===== src/rtl/spi_seq_pkg.sv =====
// Shared types and defaults for the scan-select SPI sequencer.
package spi_seq_pkg;

  localparam int ADDR_W_DEF = 5;
  localparam int DATA_W_DEF = 32;
  localparam int LEN_W_DEF  = 6;
  // Longest transfer the fabric accepts; longer requests are clamped to this.
  localparam int LEN_MAX    = 32;

  typedef enum logic [2:0] {
    S_IDLE,
    S_ADDR_LO,
    S_ADDR_HI,
    S_ADDR_TAIL,
    S_SWITCH,
    S_DATA_LO,
    S_DATA_HI,
    S_DONE
  } state_e;

endpackage


===== src/rtl/spi_phase_timer.sv =====
// Phase timer: each sequencer phase lasts CLK_DIV Master_clk cycles.
// Reloaded on every state change; phase_done_o is high on the last cycle.
module spi_phase_timer #(
  parameter int CLK_DIV = 2
) (
  input  logic Master_clk,
  input  logic RESET,
  input  logic load_i,
  output logic phase_done_o
);

  localparam int CW = $clog2(CLK_DIV) + 1;
  localparam logic [CW-1:0] RELOAD = CW'(CLK_DIV - 1);

  logic [CW-1:0] cnt_q;
  logic [CW-1:0] cnt_d;

  // Next count: reload on phase entry, otherwise count down to zero and hold.
  always_comb begin
    cnt_d = cnt_q;
    if (load_i) begin
      cnt_d = RELOAD;
    end else if (cnt_q != '0) begin
      cnt_d = cnt_q - 1'b1;
    end
  end

  // Counter register.
  always_ff @(posedge Master_clk or negedge RESET) begin
    if (!RESET) begin
      cnt_q <= '0;
    end else begin
      cnt_q <= cnt_d;
    end
  end

  assign phase_done_o = (cnt_q == '0);

endmodule


===== src/rtl/spi_scan_sequencer.sv =====
// Master-side sequencer for the 32-slave scan-select SPI fabric: programs the
// slave address (REGSEL high), then shifts up to 32 data bits MSB-first and
// returns the captured bits. The last programmed address is cached so repeat
// accesses to the same slave skip the address phase.
module spi_scan_sequencer
  import spi_seq_pkg::*;
#(
  parameter int ADDR_W  = ADDR_W_DEF,
  parameter int DATA_W  = DATA_W_DEF,
  parameter int LEN_W   = LEN_W_DEF,
  parameter int CLK_DIV = 2
) (
  input  logic              Master_clk,
  input  logic              RESET,
  input  logic              req_valid,
  output logic              req_ready,
  input  logic [ADDR_W-1:0] req_addr,
  input  logic [LEN_W-1:0]  req_len,
  input  logic [DATA_W-1:0] req_wdata,
  output logic              rsp_valid,
  output logic [DATA_W-1:0] rsp_rdata,
  output logic              busy,
  output logic              spi_regsel,
  output logic              spi_sclk,
  output logic              spi_sin,
  input  logic              spi_sout
);

  localparam int IDX_W  = $clog2(DATA_W);
  localparam int AIDX_W = $clog2(ADDR_W);

  state_e              state_q, state_d;
  logic [ADDR_W-1:0]   addr_q, addr_d;
  logic [LEN_W-1:0]    len_q, len_d;
  logic [DATA_W-1:0]   wdata_q, wdata_d;
  logic [DATA_W-1:0]   cap_q, cap_d;
  logic [LEN_W-1:0]    bit_q, bit_d;
  logic [ADDR_W-1:0]   cache_addr_q, cache_addr_d;
  logic                cache_vld_q, cache_vld_d;
  logic [DATA_W-1:0]   rdata_q, rdata_d;
  logic                rsp_valid_q, rsp_valid_d;
  logic                regsel_q, regsel_d;
  logic                sclk_q, sclk_d;
  logic                sin_q, sin_d;

  logic                phase_done;
  logic                timer_load;
  logic [LEN_W-1:0]    len_clamp;
  logic [AIDX_W-1:0]   aidx;
  logic [IDX_W-1:0]    didx;

  assign len_clamp  = (req_len > LEN_W'(LEN_MAX)) ? LEN_W'(LEN_MAX) : req_len;
  assign timer_load = (state_d != state_q);

  spi_phase_timer #(
    .CLK_DIV(CLK_DIV)
  ) u_timer (
    .Master_clk  (Master_clk),
    .RESET       (RESET),
    .load_i      (timer_load),
    .phase_done_o(phase_done)
  );

  // Next-state, datapath and next pin values. Pins are decoded from the
  // next state so the registered pins change on the same edge as the state.
  always_comb begin
    state_d      = state_q;
    addr_d       = addr_q;
    len_d        = len_q;
    wdata_d      = wdata_q;
    cap_d        = cap_q;
    bit_d        = bit_q;
    cache_addr_d = cache_addr_q;
    cache_vld_d  = cache_vld_q;
    rdata_d      = rdata_q;

    unique case (state_q)
      S_IDLE: begin
        if (req_valid) begin
          addr_d  = req_addr;
          len_d   = len_clamp;
          wdata_d = req_wdata;
          cap_d   = '0;
          bit_d   = '0;
          if (cache_vld_q && (cache_addr_q == req_addr)) begin
            state_d = (len_clamp == '0) ? S_DONE : S_DATA_LO;
          end else begin
            state_d = S_ADDR_LO;
          end
        end
      end
      S_ADDR_LO: begin
        if (phase_done) state_d = S_ADDR_HI;
      end
      S_ADDR_HI: begin
        if (phase_done) begin
          if (bit_q == LEN_W'(ADDR_W - 1)) begin
            bit_d   = '0;
            state_d = S_ADDR_TAIL;
          end else begin
            bit_d   = bit_q + 1'b1;
            state_d = S_ADDR_LO;
          end
        end
      end
      S_ADDR_TAIL: begin
        if (phase_done) begin
          cache_addr_d = addr_q;
          cache_vld_d  = 1'b1;
          state_d      = S_SWITCH;
        end
      end
      // Address-only requests also pass through SWITCH so the address phase
      // always costs 12 half-periods regardless of length.
      S_SWITCH: begin
        if (phase_done) state_d = (len_q == '0) ? S_DONE : S_DATA_LO;
      end
      S_DATA_LO: begin
        if (phase_done) begin
          cap_d   = {cap_q[DATA_W-2:0], spi_sout};
          state_d = S_DATA_HI;
        end
      end
      S_DATA_HI: begin
        if (phase_done) begin
          if ((bit_q + 1'b1) == len_q) begin
            state_d = S_DONE;
          end else begin
            bit_d   = bit_q + 1'b1;
            state_d = S_DATA_LO;
          end
        end
      end
      S_DONE: begin
        state_d = S_IDLE;
      end
      default: begin
        state_d = S_IDLE;
      end
    endcase

    if (state_d == S_DONE) rdata_d = cap_d;
    rsp_valid_d = (state_d == S_DONE);

    aidx     = AIDX_W'(ADDR_W - 1) - bit_d[AIDX_W-1:0];
    didx     = len_d[IDX_W-1:0] - 1'b1 - bit_d[IDX_W-1:0];
    regsel_d = (state_d == S_ADDR_LO) || (state_d == S_ADDR_HI) || (state_d == S_ADDR_TAIL);
    sclk_d   = (state_d == S_ADDR_HI) || (state_d == S_DATA_HI);
    unique case (state_d)
      S_ADDR_LO:            sin_d = addr_d[aidx];
      S_DATA_LO:            sin_d = wdata_d[didx];
      S_ADDR_HI, S_DATA_HI: sin_d = sin_q;
      default:              sin_d = 1'b0;
    endcase
  end

  // State, datapath and pin registers; reset idles all pins and drops the cache.
  always_ff @(posedge Master_clk or negedge RESET) begin
    if (!RESET) begin
      state_q      <= S_IDLE;
      addr_q       <= '0;
      len_q        <= '0;
      wdata_q      <= '0;
      cap_q        <= '0;
      bit_q        <= '0;
      cache_addr_q <= '0;
      cache_vld_q  <= 1'b0;
      rdata_q      <= '0;
      rsp_valid_q  <= 1'b0;
      regsel_q     <= 1'b0;
      sclk_q       <= 1'b0;
      sin_q        <= 1'b0;
    end else begin
      state_q      <= state_d;
      addr_q       <= addr_d;
      len_q        <= len_d;
      wdata_q      <= wdata_d;
      cap_q        <= cap_d;
      bit_q        <= bit_d;
      cache_addr_q <= cache_addr_d;
      cache_vld_q  <= cache_vld_d;
      rdata_q      <= rdata_d;
      rsp_valid_q  <= rsp_valid_d;
      regsel_q     <= regsel_d;
      sclk_q       <= sclk_d;
      sin_q        <= sin_d;
    end
  end

  assign req_ready  = (state_q == S_IDLE);
  assign busy       = (state_q != S_IDLE);
  assign rsp_valid  = rsp_valid_q;
  assign rsp_rdata  = rdata_q;
  assign spi_regsel = regsel_q;
  assign spi_sclk   = sclk_q;
  assign spi_sin    = sin_q;

endmodule


===== config.mk =====
export PLATFORM = sky130hd
export DESIGN_NAME = spi_scan_sequencer
export DESIGN_NICKNAME = d
export VERILOG_FILES = /design/src/rtl/spi_seq_pkg.sv /design/src/rtl/spi_phase_timer.sv /design/src/rtl/spi_scan_sequencer.sv
export SDC_FILE = /design/constraint.sdc
export NUM_CORES = 1
export LEC_CHECK = 0
export CELL_PAD_IN_SITES_DETAIL_PLACEMENT = 0
export CELL_PAD_IN_SITES_GLOBAL_PLACEMENT = 1
export CORE_ASPECT_RATIO = 2
export CORE_MARGIN = 5
export CORE_UTILIZATION = 44
export CTS_BUF_LIST = sky130_fd_sc_hd__clkbuf_4 sky130_fd_sc_hd__clkbuf_8
export CTS_CLUSTER_SIZE = 16
export DETAILED_ROUTE_END_ITERATION = 10
export GPL_ROUTABILITY_DRIVEN = 0
export GPL_TIMING_DRIVEN = 0
export PLACE_DENSITY_LB_ADDON = 0.3
export RECOVER_POWER = 25
export SLEW_MARGIN = 20
export SYNTH_ARGS = -nofsm -noshare
export SYNTH_HDL_FRONTEND = slang
export SYNTH_HIERARCHICAL = 1
export SYNTH_SLANG_ARGS = --single-unit
export TNS_END_PERCENT = 100

===== constraint.sdc =====
create_clock -name Master_clk -period 6.1 [get_ports Master_clk]
set_input_delay 1.22 -clock Master_clk [delete_from_list [all_inputs] [get_ports Master_clk]]
set_output_delay 1.22 -clock Master_clk [all_outputs]
set_load 0.005 [all_outputs]

== Word-level counts from Yosys, hierarchy flattened ==
Index checks and enable logic that the tools add are counted.

* $add $sub $neg: 5
* Magnitude comparators: 3
* Equality and inequality tests: 21
* Multiplexer cells: 36
* Reduce and logical (&&, ||, !) cells: 16

{| class="wikitable"
|+ Operator list
! cell !! number
|-
| 32-bit 2-to-1 mux || 4
|-
| 32-bit case mux with 2 select lines || 1
|-
| 6-bit 2-to-1 mux || 6
|-
| 3-bit 2-to-1 mux || 8
|-
| 3-bit case mux with 8 select lines || 1
|-
| 3-bit == test, second input constant || 7
|-
| 5-bit 2-to-1 mux || 4
|-
| 6-bit case mux with 3 select lines || 1
|-
| 3-bit by 2-bit == test with 1-bit output, second input constant || 4
|-
| 6-bit zero test || 2
|-
| 2-bit 2-to-1 mux || 6
|-
| 2-bit inequality test, second input constant || 4
|-
| 6-bit by 1-bit adder with 6-bit output, second input constant || 1
|-
| 3-bit by 1-bit == test with 1-bit output, second input constant || 2
|-
| 6-bit by 3-bit == test with 1-bit output, second input constant || 1
|-
| 6-bit == test || 1
|-
| 6-bit > comparator, second input constant || 1
|-
| 5-bit by 6-bit < comparator with 1-bit output, second input constant || 1
|-
| 3-bit nonzero test || 2
|-
| 1-bit binary-select mux with 5-bit select || 1
|-
| 5-bit == test || 1
|-
| 5-bit AND reduction || 1
|-
| 5-bit by 1-bit subtractor with 5-bit output, second input constant || 1
|-
| 5-bit subtractor || 1
|-
| 14 further kinds || 19
|}

* Bits in registers: 128
* Input port bits: 47
* Word-level logic and storage cells: 97

== Logic depth before layout (Yosys ltp) ==
* Word-level depth: 10
* Depth in mapped cells: 19

== Hierarchy ==
Netlist, hierarchy kept.

{| class="wikitable"
|+ By module, submodules not included
! module !! instances !! cells an instance !! area an instance (um2) !! sequential area each (um2)
|-
| spi_scan_sequencer || 1 || 610 || 5933.2 || 3153.0
|-
| spi_phase_timer || 1 || 9 || 98.8 || 50.0
|}

== Least setup slack after synthesis ==
Ideal clock, no wire load.

* Path type: input port to flip-flop
* Start: input req_valid
* End: register sin_q (netlist: spi_sin)
* Library setup time: 0.133 ns
* Arrival: 4.609 ns
* Required time: 5.967 ns
* Path slack: 1.358 ns
* Stages: 15
* Buffers on the path: 4
* Path through: nor4b_4 > clkbuf_1 > clkbuf_1 > clkbuf_1 > clkbuf_1 > nand3b_1 > nand2_1 > ha_1 > xnor2_1 > nor2_1 > nand3_1 > o21ai_1 > or4_1 > a21oi_1 > o41ai_2

* Longest elaborated chain between the ends: 7
* Elaborated cells between the ends (all ways): 23

{| class="wikitable"
|+ Ends and longest elaborated chain
! element !! RTL line !! RTL
|-
| from (decl) || spi_scan_sequencer.sv:15 || <nowiki>input logic req_valid,</nowiki>
|-
| 5-bit 2-to-1 mux || spi_scan_sequencer.sv:79 || <nowiki>if (req_valid) begin</nowiki>
|-
| 5-bit 2-to-1 mux || spi_scan_sequencer.sv:77 || <nowiki>unique case (state_q)</nowiki>
|-
| named net len_d[2] || spi_scan_sequencer.sv:34 || <nowiki>logic [LEN_W-1:0] len_q, len_d;</nowiki>
|-
| 5-bit by 1-bit subtractor with 5-bit output || spi_scan_sequencer.sv:146 || <nowiki>didx = len_d[IDX_W-1:0] - 1'b1 - bit_d[IDX_W-1:0];</nowiki>
|-
| 5-bit subtractor || spi_scan_sequencer.sv:146 ||
|-
| 1-bit binary-select mux with 5-bit select || spi_scan_sequencer.sv:151 || <nowiki>S_DATA_LO: sin_d = wdata_d[didx];</nowiki>
|-
| 1-bit 2-to-1 mux (not written as such) || spi_scan_sequencer.sv:151 ||
|-
| 1-bit case mux with 3 select lines || spi_scan_sequencer.sv:149 || <nowiki>unique case (state_d)</nowiki>
|-
| to (signal assigned) || spi_scan_sequencer.sv:186 || <nowiki>sin_q <= sin_d;</nowiki>
|-
| to (decl) || spi_scan_sequencer.sv:44 || <nowiki>logic sin_q, sin_d;</nowiki>
|}

The timed path passes the listed nets, and every way through them passes these cells. The select of a mux whose other input is x is not followed.
A chain may end at the register's enable or synchronous reset.

== Final worst setup path ==
Ends and elaborated chain as after synthesis.

==> impl_metrics.yaml <==
detailed_routing:
  drcViolationCount: 0
  drt-initial-drc-count: 171
  wl_um: 15800
  vias: 4851
  vias_per_cell: 5.451
  wl_per_cell_um: 17.76
  drt-pass1-iter-count: 6
  ant_nets: 0
clocking:
  clk_pin_slew_ns: 0.07
  cts_resized: 2
  clock_sinks: 128
  holdBufCountCts: 0
  cts_tree: "built"
  clock_path_buffers: 2
  clk_latency_ns: 0.43
  cts_max_level: 4
  clockRootBuffer: "clkbuf_8"
  post_cts_buffers: 0
  cts_buffers: 17
final_layout:
  stdcell_count: 890
  area_delta_synth_final_pct: 24.27
  post-route-util_pct: 55.78
  layout_commonest_cell: "nand2_1"
  diodes: 0
  final_nets: 777
  final_cell_mix: "nand2_1, dfrtp_1, clkdlybuf4s50_1, o21ai_0, mux2_1"
  stdcell_area_um2: 7496
  drive_above_1_share_pct: 8.707
power:
  p_leak_nw: 3.448
  max-vdd-ir-drop_v: 0.0002872
  p_total_mw: 3.928
  power.density_nw_per_um2: 524.1
placement:
  hpwl_um: 11840
  dp_cells: 859
  place_area_um2: 7099
  post-place-ws_ns: -0.8597
  io_buffers: 84
timing:
  maxSlewViolCount: 131
  tightestPinTransition_ns: 2.526
  period_needed_ns: 5.637
  finalClockSkew_ns: 0.01185
  fmax_mhz: 177.4
  hold_violations: 0
  rsz0062_at_grt: "no"
  holdWs_ns: 0.4757
  layout_setup_ws_ns: 0.4630
  period_share_pct: 92.41
  slew_headroom_pct: -68.41
  setup_viol: 0
  final.setup.tns_ns: 0
run_status:
  violations: "max-capacitance violations, max-slew violations"
  status: "finished, violations left"
logic_synthesis:
  synth_edf_count: 0
  ys_top_cells_by_area: "dfrtp_1, nand2_1, mux2_1"
  synth.largest_area_cell: "dfrtp_1"
  ys_ff_latch: 128
  seq_area_frac_synth_pct: 53.10
  syn_area_um2: 6032
  async_flop_share_pct: 100.0
  avgSynthCellArea_um2: 9.745
  dominantRegCellSynth: "dfrtp_1"
  synth_cell_types: 61
  synth_warnings: 6
  syn_inst: 619
  synth_nets: 673
  synth_top_area_share_pct: 53.10
setup_path:
  crit_arrival_ns: 5.94
  cp_slowest_cell: "clkdlybuf4s50_1"
  endpoint_kind: "flop"
  cp_top_family: "buffers and inverters"
  required_ns: 6.40
  crit_path_max_fanout: 10
  reg2reg_slack_ns: 0.90
  worstSetupPathType: "primary input to flop"
  crit_chain: "clkdlybuf4s50_1 -> nor4b_4 -> clkbuf_1 -> clkbuf_1 -> clkbuf_1 -> clkbuf_2 -> nand3b_1 -> nand2_1 -> ha_1 -> xnor2_4 -> nor2_1 -> nand2_1 -> nor2_1 -> a31oi_1 -> o311ai_0 -> nor4b_1 -> o41ai_2"
  path_buf_inv: 5
  max_stage_delay_ns: 0.54
  startpoint_type: "primary input"
  crit_top_cell: "clkbuf_1"
floorplanning:
  dieArea_um2: 16290
  die_h_um: 175.6
  coreArea_um2: 13440
  ios: 85
  fp.dieW_um: 92.79
  start_util_pct: 44.89
  rows: 60
grt:
  antenna_found_initial: 0
  grt.overflow.total: 0
  grt_pass1_vias: 5244
  grt_use_total_pct: 20.59
  grt_max_degree: 101
  grt_pass1_wl_um: 26300
hold_path:
  min_path_type: "flop to flop"
flow_run:
  drv_cap: 2
-- metal layers --
layer	GRT usage, %	vias to the layer above	routed length, um
li1	-	2300	-
met1	22.44	2382	5905
met2	38.07	127	8805
met3	4.243	42	568
met4	8.318	0	523
met5	0	-	0
-- cell usage after synthesis (2+ instances only) --
cell type,n
nand4b_1,2
or4_1,3
o311ai_1,2
and3_1,2
nand4_1,2
xnor2_1,7
buf_2,7
nand3_1,10
clkbuf_1,21
inv_1,14
mux2_1,29
a21o_1,3
a311oi_1,2
a31o_2,2
o21ai_1,2
nor2b_1,4
dfrtp_1,128
xor2_1,10
a21oi_1,9
buf_1,2
and2_1,6
ha_1,6
mux2i_1,10
nor2_1,13
a211o_1,2
nor3_1,5
nand3b_1,5
buf_6,2
nand2_1,204
a31oi_1,7
mux2_2,13
nor4_1,4
nand2b_1,3
or3_1,2
o31a_1,2
o22ai_1,3
nor3b_1,6
o21ai_0,42
-- sequential cells by signal (all words and copies together), names as in the netlist --
| name | cells |
|---|---|
| u_timer/cnt_q | 2 |
| state_q | 3 |
| wdata_q | 32 |
| addr_q | 5 |
| len_q | 6 |
| rsp_rdata | 32 |
| cache_addr_q | 5 |
| cap_q | 32 |
| bit_q | 6 |
| spi_regsel | 1 |
| cache_vld_q | 1 |
| rsp_valid | 1 |
| spi_sin | 1 |
| spi_sclk | 1 |
-- cell families (layout without fill, tap and decap cells) --
kind of cell               Yosys count  count (layout)  synth area share [%]
and+or+nand+nor                    279             279                 20.60
DFF                                128             128                 53.10
adders and majority gates            7               7                 1.576
muxes                               53              53                 9.873
xor gates and xnor gates            17              17                 2.468
buffers and inverters               47             163                 3.319
AOI/OAI and AO/OA                   88              88                 9.065
-- path summary, 6_finish.rpt --
check | from | endpoint | cells past startpoint
max in group asynchronous | RESET | cache_vld_q | 2
min in group asynchronous | RESET | bit_q[5] | 1
hold / removal | wdata_q[2] | wdata_q[2] | 2
hold reg to reg | wdata_q[2] | wdata_q[2] | 2
setup / recovery | req_valid | spi_sin | 17
setup reg to reg | bit_q[0] | spi_sin | 19
-- layout make-up --
type                       count  area (um2)
fill                        1209        5942
sequential                   128        3203
multi-input combinational    444        2648
timing repair buffer          85       839.6
clock buffer                  18       247.7
tap                          155       193.9
clock inverter                13       162.7
buffer                        32       145.1
inverter                      15       56.30
-- where the power goes --
group,switching [mW],internal (mW),leakage [nW],total [mW]
Combinational,0.985,0.817,1.59,1.80
Sequential,0.171,1.20,1.65,1.37
Clock,0.346,0.414,0.213,0.760
Total,1.50,2.43,3.45,3.93
-- worst min-delay path: stages, from the launching register on --
cell     delay, ns
dfrtp_1       0.33
nand2_1       0.04
nand2_1       0.07
No activity file was read; power rests on OpenSTA's default activity.
